**config.mk**
```make
export PLATFORM = sky130hd
export DESIGN_NAME = rx_word_aligner
export DESIGN_NICKNAME = d
export VERILOG_FILES = /design/src/rtl/rx_word_aligner.sv
export SDC_FILE = /design/constraint.sdc
export NUM_CORES = 1
export LEC_CHECK = 0
export BUFFER_PORTS_ARGS = -buffer_cell sky130_fd_sc_hd__buf_4
export CAP_MARGIN = 15
export CORE_MARGIN = 8
export CORE_UTILIZATION = 64
export DETAILED_ROUTE_END_ITERATION = 6
export PLACE_DENSITY = 0.88
export REMOVE_ABC_BUFFERS = 1
export SLEW_MARGIN = 15
export SYNTH_ARGS = -nofsm -noshare
export SYNTH_HDL_FRONTEND = slang
export SYNTH_SLANG_ARGS = --single-unit
```
**constraint.sdc**
```tcl
create_clock -name WordClk -period 4.1 [get_ports WordClk]
set_input_delay 0.205 -clock WordClk [delete_from_list [all_inputs] [get_ports WordClk]]
set_output_delay 0.205 -clock WordClk [all_outputs]
set_load 0.1 [all_outputs]
```
**src/rtl/rx_word_aligner.sv**
```systemverilog
// rx_word_aligner: finds the K28.5 comma at any of 10 bit offsets in the raw
// PMA word stream, locks to that offset and re-slices the stream on symbol
// boundaries for the PCS receiver.
// Optional feature macro: WA_LOCK_TIMEOUT_EN (drop lock after TIMEOUT_WORDS
// words without an in-place comma).
module rx_word_aligner #(
  parameter logic [9:0]  COMMA_N        = 10'b0011111010,
  parameter logic [9:0]  COMMA_P        = 10'b1100000101,
  parameter int unsigned MISALIGN_LIMIT = 4
`ifdef WA_LOCK_TIMEOUT_EN
  , parameter int unsigned TIMEOUT_WORDS = 1024
`endif
) (
  input  logic       WordClk,
  input  logic       RST_n,
  input  logic [9:0] Raw_Data,
  output logic [9:0] Aligned_Data,
  output logic       Data_Valid,
  output logic       Comma_Det,
  output logic       Aligned,
  output logic [3:0] Offset,
  output logic       Realign
);

  localparam int unsigned W      = 10;
  localparam int unsigned NK     = 10;
  localparam int unsigned NSLOT  = 16;
  localparam int unsigned OFF_W  = 4;
  localparam int unsigned BAD_W  = 4;
`ifdef WA_LOCK_TIMEOUT_EN
  localparam int unsigned IDLE_W = 16;
`endif

  typedef enum logic {
    UNALIGNED = 1'b0,
    ALIGNED   = 1'b1
  } state_t;

  state_t             state_q, state_d;
  logic [W-1:0]       prev_q;
  logic [2*W-1:0]     win;
  logic [W-1:0]       cand [NSLOT];
  logic [NSLOT-1:0]   match;
  logic               any_match;
  logic [OFF_W-1:0]   first_k;

  logic [BAD_W-1:0]   bad_q, bad_d;
  logic [W-1:0]       data_d;
  logic               valid_d, comma_d, aligned_d, realign_d;
  logic [OFF_W-1:0]   offset_d;
`ifdef WA_LOCK_TIMEOUT_EN
  logic [IDLE_W-1:0]  idle_q, idle_d;
`endif

  // Slice the 20-bit window at every offset and flag comma hits; slots 10..15 are unused padding.
  always_comb begin
    win = {prev_q, Raw_Data};
    for (int k = 0; k < int'(NSLOT); k++) begin
      cand[k]  = '0;
      match[k] = 1'b0;
    end
    for (int k = 0; k < int'(NK); k++) begin
      cand[k]  = win[2*W-1-k -: W];
      match[k] = (cand[k] == COMMA_N) || (cand[k] == COMMA_P);
    end
    any_match = |match;
    first_k   = '0;
    for (int k = int'(NK) - 1; k >= 0; k--) begin
      if (match[k]) first_k = OFF_W'(k);
    end
  end

  // Next-state and next-output logic for the lock FSM.
  always_comb begin
    state_d   = state_q;
    data_d    = Aligned_Data;
    valid_d   = 1'b0;
    comma_d   = 1'b0;
    aligned_d = 1'b0;
    offset_d  = Offset;
    realign_d = 1'b0;
    bad_d     = bad_q;
`ifdef WA_LOCK_TIMEOUT_EN
    idle_d    = idle_q;
`endif
    case (state_q)
      UNALIGNED: begin
        if (any_match) begin
          state_d   = ALIGNED;
          offset_d  = first_k;
          data_d    = cand[first_k];
          comma_d   = 1'b1;
          valid_d   = 1'b1;
          aligned_d = 1'b1;
          bad_d     = '0;
`ifdef WA_LOCK_TIMEOUT_EN
          idle_d    = '0;
`endif
        end
      end
      ALIGNED: begin
        aligned_d = 1'b1;
        valid_d   = 1'b1;
        data_d    = cand[Offset];
        comma_d   = match[Offset];
        if (match[Offset]) begin
          // An in-place comma wins over commas seen at other offsets.
          bad_d = '0;
`ifdef WA_LOCK_TIMEOUT_EN
          idle_d = '0;
`endif
        end else if (any_match && (32'(bad_q) + 32'd1 >= MISALIGN_LIMIT)) begin
          // Too many off-offset commas in a row: jump to the new offset now.
          offset_d  = first_k;
          data_d    = cand[first_k];
          comma_d   = 1'b1;
          realign_d = 1'b1;
          bad_d     = '0;
`ifdef WA_LOCK_TIMEOUT_EN
          idle_d    = '0;
`endif
        end else begin
          if (any_match && (bad_q != '1)) bad_d = bad_q + BAD_W'(1);
`ifdef WA_LOCK_TIMEOUT_EN
          if (32'(idle_q) + 32'd1 >= TIMEOUT_WORDS) begin
            state_d   = UNALIGNED;
            aligned_d = 1'b0;
            valid_d   = 1'b0;
            comma_d   = 1'b0;
          end else if (idle_q != '1) begin
            idle_d = idle_q + IDLE_W'(1);
          end
`endif
        end
      end
      default: state_d = UNALIGNED;
    endcase
  end

  // State, history word and registered outputs.
  always_ff @(posedge WordClk or negedge RST_n) begin
    if (!RST_n) begin
      state_q      <= UNALIGNED;
      prev_q       <= '0;
      bad_q        <= '0;
      Aligned_Data <= '0;
      Data_Valid   <= 1'b0;
      Comma_Det    <= 1'b0;
      Aligned      <= 1'b0;
      Offset       <= '0;
      Realign      <= 1'b0;
`ifdef WA_LOCK_TIMEOUT_EN
      idle_q       <= '0;
`endif
    end else begin
      state_q      <= state_d;
      prev_q       <= Raw_Data;
      bad_q        <= bad_d;
      Aligned_Data <= data_d;
      Data_Valid   <= valid_d;
      Comma_Det    <= comma_d;
      Aligned      <= aligned_d;
      Offset       <= offset_d;
      Realign      <= realign_d;
`ifdef WA_LOCK_TIMEOUT_EN
      idle_q       <= idle_d;
`endif
    end
  end

endmodule

```
==> reports/results.ini <==
[floorplanning]
initial_core_util_pct=67.2
std_cell_rows=23
coreArea_um2=4030
die-height_um=81.0
die_area_um2=6570
die_width_um=81.0
io_pins=30

[routing]
avgViaCountPerCell=7.20
routed_wl_mm=7.61
drt_iter0_markers=329
vias=2627
avgRoutedWirePerCell_um=20.9
dr.pass1.iters=5
drc=0
ant_nets=0

[cells_and_area]
sequential_cell_area_um2=776
nFillCells=321
finalNonFillerCells=365
layout-drive-gt1-share_pct=22.5
multi_input_area_um2=1760
antenna_cells=0
nNetsFinal=329
area_growth_pct=9.10

[place]
io_buffers=29
dp_hpwl_mm=5.32
place_congestion=0.931
dpl.cell_count=357

[status]
status=finished, final reports clean

[power_and_ir_drop]
max-vdd-ir-drop_v=0.000338
cellLeakagePower_nw=1.24
cellPowerDensity_nw_per_um2=397

[timing]
relSlewSlack_pct=50.9
fin_setup_tns_ps=0
skew_ps=15.2
final_max_slew_viol_count=0
max_freq_ghz=0.298
setup_viol=0
post-route-period-util_pct=81.9
fin_crit_ps=3360
rsz0062_at_grt=false
tightest_slew_ps=737
hold_viol_final=0

[clocking]
numCtsBuffers=5
htreeDepth=2
clockBufferDepth=2
cts_hold_buf=1
cts_tree=done
post_cts_buffers=0
clk_pin_slew_ps=80
post_cts_resize_count=0
clk_latency_ps=290
numClockSinks=31
cts_root_buf=clkbuf_8

[yosys]
synthTopCellsByArea=dfrtp_1, mux2i_1, mux2_2, nand2_1, a21oi_1
async_reset_ff_share_pct=100
syn-cell-area_um2=2710
yosysSeqAreaShare_pct=28.7
synth_edf_count=0
synth-seq-cells=31
yosys_most_used_dff=dfrtp_1
yosys.area.top_type_share_pct=28.7
yosysWarnings=0
synth_cell_types=70
synthesis.instances=303
synth_top_cell_by_area=dfrtp_1
post_synth.cell_area_avg_um2=8.94

[setup_path]
worstSetupPathType=reg2reg
endpoint=Aligned_Data[6]
worstPathRequired_ps=4270
path_cells=and4bb_1 -> or4b_4 -> nand2_4 -> nor4_2 -> a31oi_1 -> a21o_1 -> nand2_4 -> or4_4 -> o2111a_1
reg2reg_depth=9
crit_path_frequent_cell=nand2_4
end_kind=register
r2r_start=prev_q[0]
r2r-end=Aligned_Data[6]
crit_slowest_cell=dfrtp_1
r2r_slack_ps=740
cp_max_fo=20
slowest_delay_ps=590
crit_start=prev_q[0]
crit_path_start_kind=register
crit_arrival_ps=3530

[min_path]
hold_depth=1
hold_class=in2reg

[job]
cap_violations=0

[global_routing]
grt_pass1_vias=2415
antenna_found_initial=0
grt_max_degree=32
gr-total-overflow=0
grt_pass1_wl_mm=12.1
track_usage_pct=23.9

## cell usage after synthesis (7+ instances only)
cell type / count
nand4_1: 11
o21ai_0: 10
dfrtp_1: 31
a211oi_1: 8
mux2i_1: 16
clkbuf_1: 11
buf_2: 9
o221a_2: 7
nor2_1: 18
a21oi_1: 17
nand2_1: 28
o22ai_1: 7
mux2_2: 10
nor3_1: 7
## how the worst min path moves through the flow
stage / from / end
detailed placement: RST_n / prev_q[0]
floorplan: RST_n / Aligned
global route: Raw_Data[0] / prev_q[0]
finish: Raw_Data[0] / prev_q[0]
global placement: RST_n / prev_q[0]
CTS: Raw_Data[0] / prev_q[0]
## area by class of cell
type	instances	area share (%)
clock buffer	6	2.80
clock inverter	1	0.169
inverter	6	0.762
multi-input combinational	238	59.4
sequential	31	26.3
tap	50	2.12
timing repair buffer	33	8.47
## sequential cells by signal, summed over array words and instances, names as in the netlist
| name | cells |
|---|---|
| Aligned_Data | 10 |
| prev_q | 10 |
| Offset | 4 |
| bad_q | 4 |
| Aligned | 1 |
| Comma_Det | 1 |
| Realign | 1 |
## through the flow
step                utilization, %  setup WS [ps]  instance area, um^2  power, mW  hold slack [ps]
floorplan                        -            635                 2550      0.785            -90.6
global placement              70.9            874                 2860      0.912              151
detailed placement            70.9            821                 2860      0.923              165
CTS                           73.3            797                 2950       1.17             13.8
global route                  73.3            474                 2950       1.22             9.77
finish                        73.3            743                 2950       1.17             12.7
## cells by family after synthesis
group | count (synthesis) | synth area share [%]
fa+ha+maj | 2 | 0.924
buf+inv | 34 | 6.52
compound gates | 78 | 21.4
flops | 31 | 28.7
simple gates | 130 | 31.4
mux | 28 | 11.0
## report_power, final
| part | internal, mW | leakage (nW) | switching, mW |
|---|---|---|---|
| clock network | 0.132 | 0.0470 | 0.120 |
| logic | 0.134 | 0.809 | 0.383 |
| registers | 0.350 | 0.381 | 0.0528 |
## routing by layer
layer	track usage [%]	vias to the layer above	routed length (um)	part of all wire [%]
met5	0	-	0	0
met4	9.64	0	255	3.3
met3	5.41	34	719	9.4
met2	37.0	167	3570	47
met1	31.4	1230	3070	40
li1	-	1196	-	-
## worst max-delay path, delay by kind of cell, from the launching register on
kind	cells	cell delay [ps]
and+or+nand+nor	6	1810
DFF	1	590
AOI/OAI and AO/OA	3	830
## placed cells by master (no fill, tap or decap), types with 3 or more instances in the layout
master	n
a21oi_1	17
o22ai_1	7
inv_1	5
nand4b_1	3
nor4b_1	5
a21o_1	3
nand2_1	28
nor4bb_1	6
and4b_1	3
nand2b_1	3
dfrtp_1	31
or4_1	4
nor2_1	18
nand4_1	11
nor3_1	7
mux2i_1	16
o22a_1	3
a211o_1	3
nand3_1	3
nor4_1	5
nor2b_1	4
o221a_2	7
and2_1	4
mux2_2	10
o21bai_1	3
buf_4	32
clkbuf_8	6
a211oi_1	8
o21ai_0	10
Power figures use the tool's default switching activity.
